### config.mk
export PLATFORM = sky130hd
export DESIGN_NAME = svm_weight_loader
export DESIGN_NICKNAME = d
export VERILOG_FILES = /design/src/rtl/svm_pkg.sv /design/src/rtl/svm_byte_pack.sv /design/src/rtl/svm_weight_loader.sv
export SDC_FILE = /design/constraint.sdc
export NUM_CORES = 1
export LEC_CHECK = 0
export ABC_AREA = 1
export BUFFER_PORTS_ARGS = -buffer_cell sky130_fd_sc_hd__clkbuf_2
export CAP_MARGIN = 15
export CORE_MARGIN = 5
export CORE_UTILIZATION = 57
export DETAILED_ROUTE_END_ITERATION = 10
export GPL_TIMING_DRIVEN = 0
export HOLD_SLACK_MARGIN = 0.15
export PLACE_DENSITY_LB_ADDON = 0.3
export REMOVE_ABC_BUFFERS = 1
export SYNTH_ARGS = -nofsm -noshare
export SYNTH_HDL_FRONTEND = slang
export SYNTH_HIERARCHICAL = 1
export SYNTH_SLANG_ARGS = --single-unit
### constraint.sdc
create_clock -name clk -period 3.4 [get_ports clk]
set_clock_uncertainty 0.2 [all_clocks]
set_input_delay 1.02 -clock clk [delete_from_list [all_inputs] [get_ports clk]]
set_output_delay 1.02 -clock clk [all_outputs]
set_load 0.01 [all_outputs]
### src/rtl/svm_pkg.sv
// Shared SVM definitions: weight RAM geometry and loader FSM state codes.
// svm_ctrl relies on the same ADDR_W and MAX_ADDR for its port-B reads.
package svm_pkg;
  localparam int NUM_WORDS = 37;
  localparam int MAX_ADDR  = NUM_WORDS - 1;
  localparam int ADDR_W    = $clog2(NUM_WORDS);

  typedef logic [1:0] ld_state_t;
  localparam ld_state_t ST_IDLE  = 2'd0;
  localparam ld_state_t ST_LOAD  = 2'd1;
  localparam ld_state_t ST_CHECK = 2'd2;
  localparam ld_state_t ST_FIN   = 2'd3;
endpackage

### src/rtl/svm_byte_pack.sv
// Packs a little-endian byte stream into DATA_W-bit words.
// Latency: word/word_rdy one cycle after the last byte is taken; no backpressure (caller gates take).
module svm_byte_pack #(
  parameter int DATA_W = 16
) (
  input  logic              clk,
  input  logic              rst,
  input  logic              clr,
  input  logic              take,
  input  logic [7:0]        data,
  output logic              last,
  output logic              word_rdy,
  output logic [DATA_W-1:0] word
);
  localparam int BPW   = DATA_W / 8;
  localparam int CNT_W = (BPW > 1) ? $clog2(BPW) : 1;

  logic [CNT_W-1:0]  byte_cnt;
  logic [DATA_W-1:0] sreg;
  logic [DATA_W-1:0] data_ext;
  logic [DATA_W-1:0] shifted;

  // New bytes enter at the top, so the first byte of a word ends up in [7:0].
  assign data_ext = DATA_W'(data);
  assign shifted  = (sreg >> 8) | (data_ext << (DATA_W - 8));
  assign last     = (byte_cnt == CNT_W'(BPW - 1));

  always_ff @(posedge clk) begin
    if (!rst) begin
      byte_cnt <= '0;
      sreg     <= '0;
      word     <= '0;
      word_rdy <= 1'b0;
    end else begin
      word_rdy <= 1'b0;
      if (clr) begin
        byte_cnt <= '0;
        sreg     <= '0;
      end else if (take) begin
        sreg <= shifted;
        if (last) begin
          byte_cnt <= '0;
          word     <= shifted;
          word_rdy <= 1'b1;
        end else begin
          byte_cnt <= byte_cnt + 1'b1;
        end
      end
    end
  end
endmodule

### src/rtl/svm_weight_loader.sv
// Loads NUM_WORDS weight/bias words into SVM RAM port A; optional checksum byte (SVM_LOAD_CHECKSUM_EN).
// Latency: RAM write one cycle after a word's last byte; done one cycle after the final write.
// Backpressure: o_ready only in LOAD (and CHECK); dropped while the final word is being written.
module svm_weight_loader
  import svm_pkg::*;
#(
  parameter int DATA_W = 16
) (
  input  logic              clk,
  input  logic              rst,
  input  logic              start,
  input  logic [7:0]        i_data,
  input  logic              i_valid,
  output logic              o_ready,
  output logic              we_a,
  output logic [ADDR_W-1:0] addr_a,
  output logic [DATA_W-1:0] din_a,
  output logic              busy,
  output logic              done,
  output logic              w_valid,
  output logic              err
);
  ld_state_t         state, state_nx;
  logic [ADDR_W-1:0] word_cnt;
  logic [ADDR_W-1:0] addr_q;
  logic [DATA_W-1:0] word;
  logic              word_rdy, pack_last, load_rdy, take, pack_take, last_wr, begin_load;

  assign begin_load = (state == ST_IDLE) && start;
  // All words accepted: stop taking bytes until the last write has gone out.
  assign load_rdy   = (state == ST_LOAD) && (word_cnt != ADDR_W'(NUM_WORDS));
`ifdef SVM_LOAD_CHECKSUM_EN
  assign o_ready    = load_rdy || (state == ST_CHECK);
`else
  assign o_ready    = load_rdy;
`endif
  assign take       = i_valid && o_ready;
  assign pack_take  = take && load_rdy;
  assign last_wr    = word_rdy && (addr_q == ADDR_W'(MAX_ADDR));

  assign we_a   = word_rdy;
  assign addr_a = addr_q;
  assign din_a  = word;
  assign busy   = (state != ST_IDLE);
  assign done   = (state == ST_FIN);

  svm_byte_pack #(.DATA_W(DATA_W)) u_pack (
    .clk      (clk),
    .rst      (rst),
    .clr      (begin_load),
    .take     (pack_take),
    .data     (i_data),
    .last     (pack_last),
    .word_rdy (word_rdy),
    .word     (word)
  );

  always_comb begin
    state_nx = state;
    case (state)
      ST_IDLE: if (start) state_nx = ST_LOAD;
`ifdef SVM_LOAD_CHECKSUM_EN
      ST_LOAD:  if (last_wr) state_nx = ST_CHECK;
      ST_CHECK: if (take) state_nx = ST_FIN;
`else
      ST_LOAD:  if (last_wr) state_nx = ST_FIN;
`endif
      default: state_nx = ST_IDLE;
    endcase
  end

`ifdef SVM_LOAD_CHECKSUM_EN
  logic [7:0] csum;
  logic       csum_ok;
  assign csum_ok = (i_data == csum);

  always_ff @(posedge clk) begin
    if (!rst) begin
      csum <= '0;
      err  <= 1'b0;
    end else if (begin_load) begin
      csum <= '0;
      err  <= 1'b0;
    end else begin
      if (pack_take) csum <= csum ^ i_data;
      if ((state == ST_CHECK) && take) err <= !csum_ok;
    end
  end
`else
  assign err = 1'b0;
`endif

  always_ff @(posedge clk) begin
    if (!rst) begin
      state    <= ST_IDLE;
      word_cnt <= '0;
      addr_q   <= '0;
      w_valid  <= 1'b0;
    end else begin
      state <= state_nx;
      if (begin_load) begin
        word_cnt <= '0;
        w_valid  <= 1'b0;
      end
      if (pack_take && pack_last) begin
        addr_q   <= word_cnt;
        word_cnt <= word_cnt + 1'b1;
      end
`ifdef SVM_LOAD_CHECKSUM_EN
      if ((state == ST_CHECK) && take) w_valid <= csum_ok;
`else
      if ((state == ST_LOAD) && last_wr) w_valid <= 1'b1;
`endif
    end
  end
endmodule

==> impl_metrics.json <==
{
  "die_w_um": 65.8,
  "slew_violations": 0,
  "htree_levels": 2,
  "cts_tree": "done",
  "syn_area_per_cell_um2": 7.17,
  "synth_edf_count": 0,
  "cts_sinks": 41,
  "ys_types": 26,
  "worstHoldPathType": "reg -> reg",
  "die_y_um": 65.8,
  "drt_wl_total_um": 3500,
  "layout_min_cycle_time_ns": 2.68,
  "required_ns": 2.18,
  "cp.arrival_ns": 1.46,
  "rsz0062_at_grt": "false",
  "placed_cells": 319,
  "leakage_uw": 0.000972,
  "endpoint_kind": "output port",
  "tns_ns": 0,
  "place_area_um2": 1940,
  "cp_max_fo": 5,
  "drt-initial-drc-count": 95,
  "intPower_uw": 650,
  "synth_area_um2": 1770,
  "combPwrFrac_pct": 5.8,
  "finish.instance_area_um2": 2010,
  "routedWlPerCell_um": 10.7,
  "fmax_mhz": 373,
  "path_class": "reg -> out",
  "ys_seq_area_share_pct": 46.3,
  "layout_common_cells": "nand2_1, dfxtp_1, clkbuf_2",
  "power_density_nw_per_um2": 413,
  "status": "finished, final reports clean",
  "finalSetupViolations": 0,
  "layout_commonest_cell": "nand2_1",
  "coreArea_um2": 3030,
  "netlist_instances": 247,
  "path_cells": "inv_1 > ha_1 > nand2_1 > clkinv_1 > a31oi_1 > clkbuf_2",
  "sequentialPowerShare_pct": 58.8,
  "finalHoldViolCount": 0,
  "numPortBuffers": 38,
  "overflow": 0,
  "max_slew_margin_pct": 64.3,
  "diodes": 0,
  "rows": 20,
  "fin_crit_sh_pct": 78.9,
  "antenna_found_initial": 0,
  "yosysWarningCount": 6,
  "worstMarginPinSlew_ns": 0.534,
  "grt_usage_pct": 17.5,
  "ios": 40,
  "numCtsBuffers": 5,
  "grt_max_degree": 34,
  "ir_drop_mv": 0.264,
  "pwr-share-clk_pct": 35.4,
  "ys_seq_elements": 41,
  "clkLatencyLatePin_ns": 0.33,
  "grt_pass1_vias": 1426,
  "crit_slowest_cell": "dfxtp_1",
  "swShare_pct": 21.8,
  "drc": 0,
  "hold_buffers": 0,
  "nets": 296,
  "viasPerCell": 4.81,
  "clk_path_buf_depth": 2,
  "drtAntennaViolNets": 0,
  "dieArea_um2": 4320,
  "dr.pass1.iters": 4,
  "area_growth_pct": 13.5,
  "drive_gt1_share_pct": 19.5,
  "clk_pin_slew_ns": 0.12,
  "dp_hpwl_um": 2410,
  "vias": 1569,
  "grt_pass1_wl_um": 6040,
  "instances_no_fill": 326,
  "maxCapViolCount": 0,
  "cts_setup_buffers": 0,
  "synth_async_sr_flop_share_pct": 0,
  "clockRootBuffer": "clkbuf_4",
  "gp_congestion": 0.807,
  "synth_flop_cell": "dfxtp_1",
  "cts.repair.resized": 0,
  "crit_path_start_kind": "flop",
  "initial_core_util_pct": 58.5,
  "slowest_delay_ns": 0.41,
  "power_switching_uw": 181
}
==> worst paths after layout <==
kind / slack (ns) / cells past startpoint / endpoint / from
setup reg to reg: 1.11 / 11 / u_pack/word[6] / word_cnt[1]
setup / recovery: 0.72 / 6 / o_ready / word_cnt[1]
hold reg to reg: 0.27 / 2 / u_pack/sreg[12] / u_pack/sreg[12]
hold / removal: 0.27 / 2 / u_pack/sreg[12] / u_pack/sreg[12]
==> metrics by stage <==
stage          setup slack (ns)  utilization [%]  total power [uW]  hold WS, ns
6_report                  0.716             66.4               831        0.272
5_1_grt                   0.592             66.4               869        0.294
4_1_cts                   0.691             66.4               840        0.272
3_3_place_gp              0.858             64.0               547        0.249
2_1_floorplan              1.20                -               526        0.241
3_5_place_dp              0.824             64.0               548        0.255
==> cells in the mapped netlist, types with 2 or more instances <==
master / n / area, um^2
nor2_1: 36 / 135
buf_6: 4 / 45.0
nand3_2: 2 / 20.0
ha_1: 2 / 25.0
nand3_1: 10 / 50.1
dfxtp_1: 41 / 821
a21oi_2: 2 / 17.5
inv_1: 33 / 124
buf_2: 3 / 15.0
nor2_4: 2 / 22.5
xnor2_1: 2 / 17.5
buf_4: 2 / 15.0
a21oi_1: 19 / 95.1
nand2_1: 76 / 285
nand4_1: 2 / 12.5
==> flip-flops by register name, summed over array words and instances (netlist names) <==
name and flops:
state 2, word_cnt 6, u_pack/last 1, u_pack/word 16, u_pack/word_rdy 1, addr_a 6, u_pack/sreg 8, w_valid 1
==> logic make-up after synthesis <==
kind of cell             Yosys count  synth area share, %
buffers and inverters             45                 11.9
XOR/XNOR                           2                0.989
adder cells (fa/ha/maj)            2                 1.41
other                              1                0.212
AO/OA/AOI/OAI                     24                 7.49
flip-flops                        41                 46.3
AND/OR/NAND/NOR                  132                 31.7
==> final cells by class <==
| class | count | area (um^2) |
|---|---|---|
| clock buffers | 5 | 37.5 |
| well taps | 44 | 55.1 |
| clock inverters | 2 | 35.0 |
| fillers | 299 | 1020 |
| multi-input cells | 161 | 741 |
| repair buffers | 38 | 190 |
| flip-flops and latches | 41 | 821 |
| inverters | 35 | 131 |
==> power by group through the flow <==
stage	sequential (uW)	combinational [uW]	clock (uW)
detailed placement	500	48.1	0
global placement	500	47.3	0
floorplan	500	25.8	0
CTS	489	48.6	302
global route	490	54.0	325
finish	489	48.0	294
==> critical path, delay by kind of cell, from the launching register on <==
family / cells / cell delay, ns
compound gates: 1 / 0.19
fa+ha+maj: 1 / 0.17
buf+inv: 3 / 0.31
flops: 1 / 0.41
simple gates: 1 / 0.06
==> routing by layer <==
metal	global-route usage [%]	part of all wire (%)	vias to the layer above
met2	30.3	46	36
met1	21.3	48	714
met3	4.79	5.2	2
met4	4.66	0.60	0
met5	0	0	-
li1	-	-	817
Power figures use the tool's default switching activity.
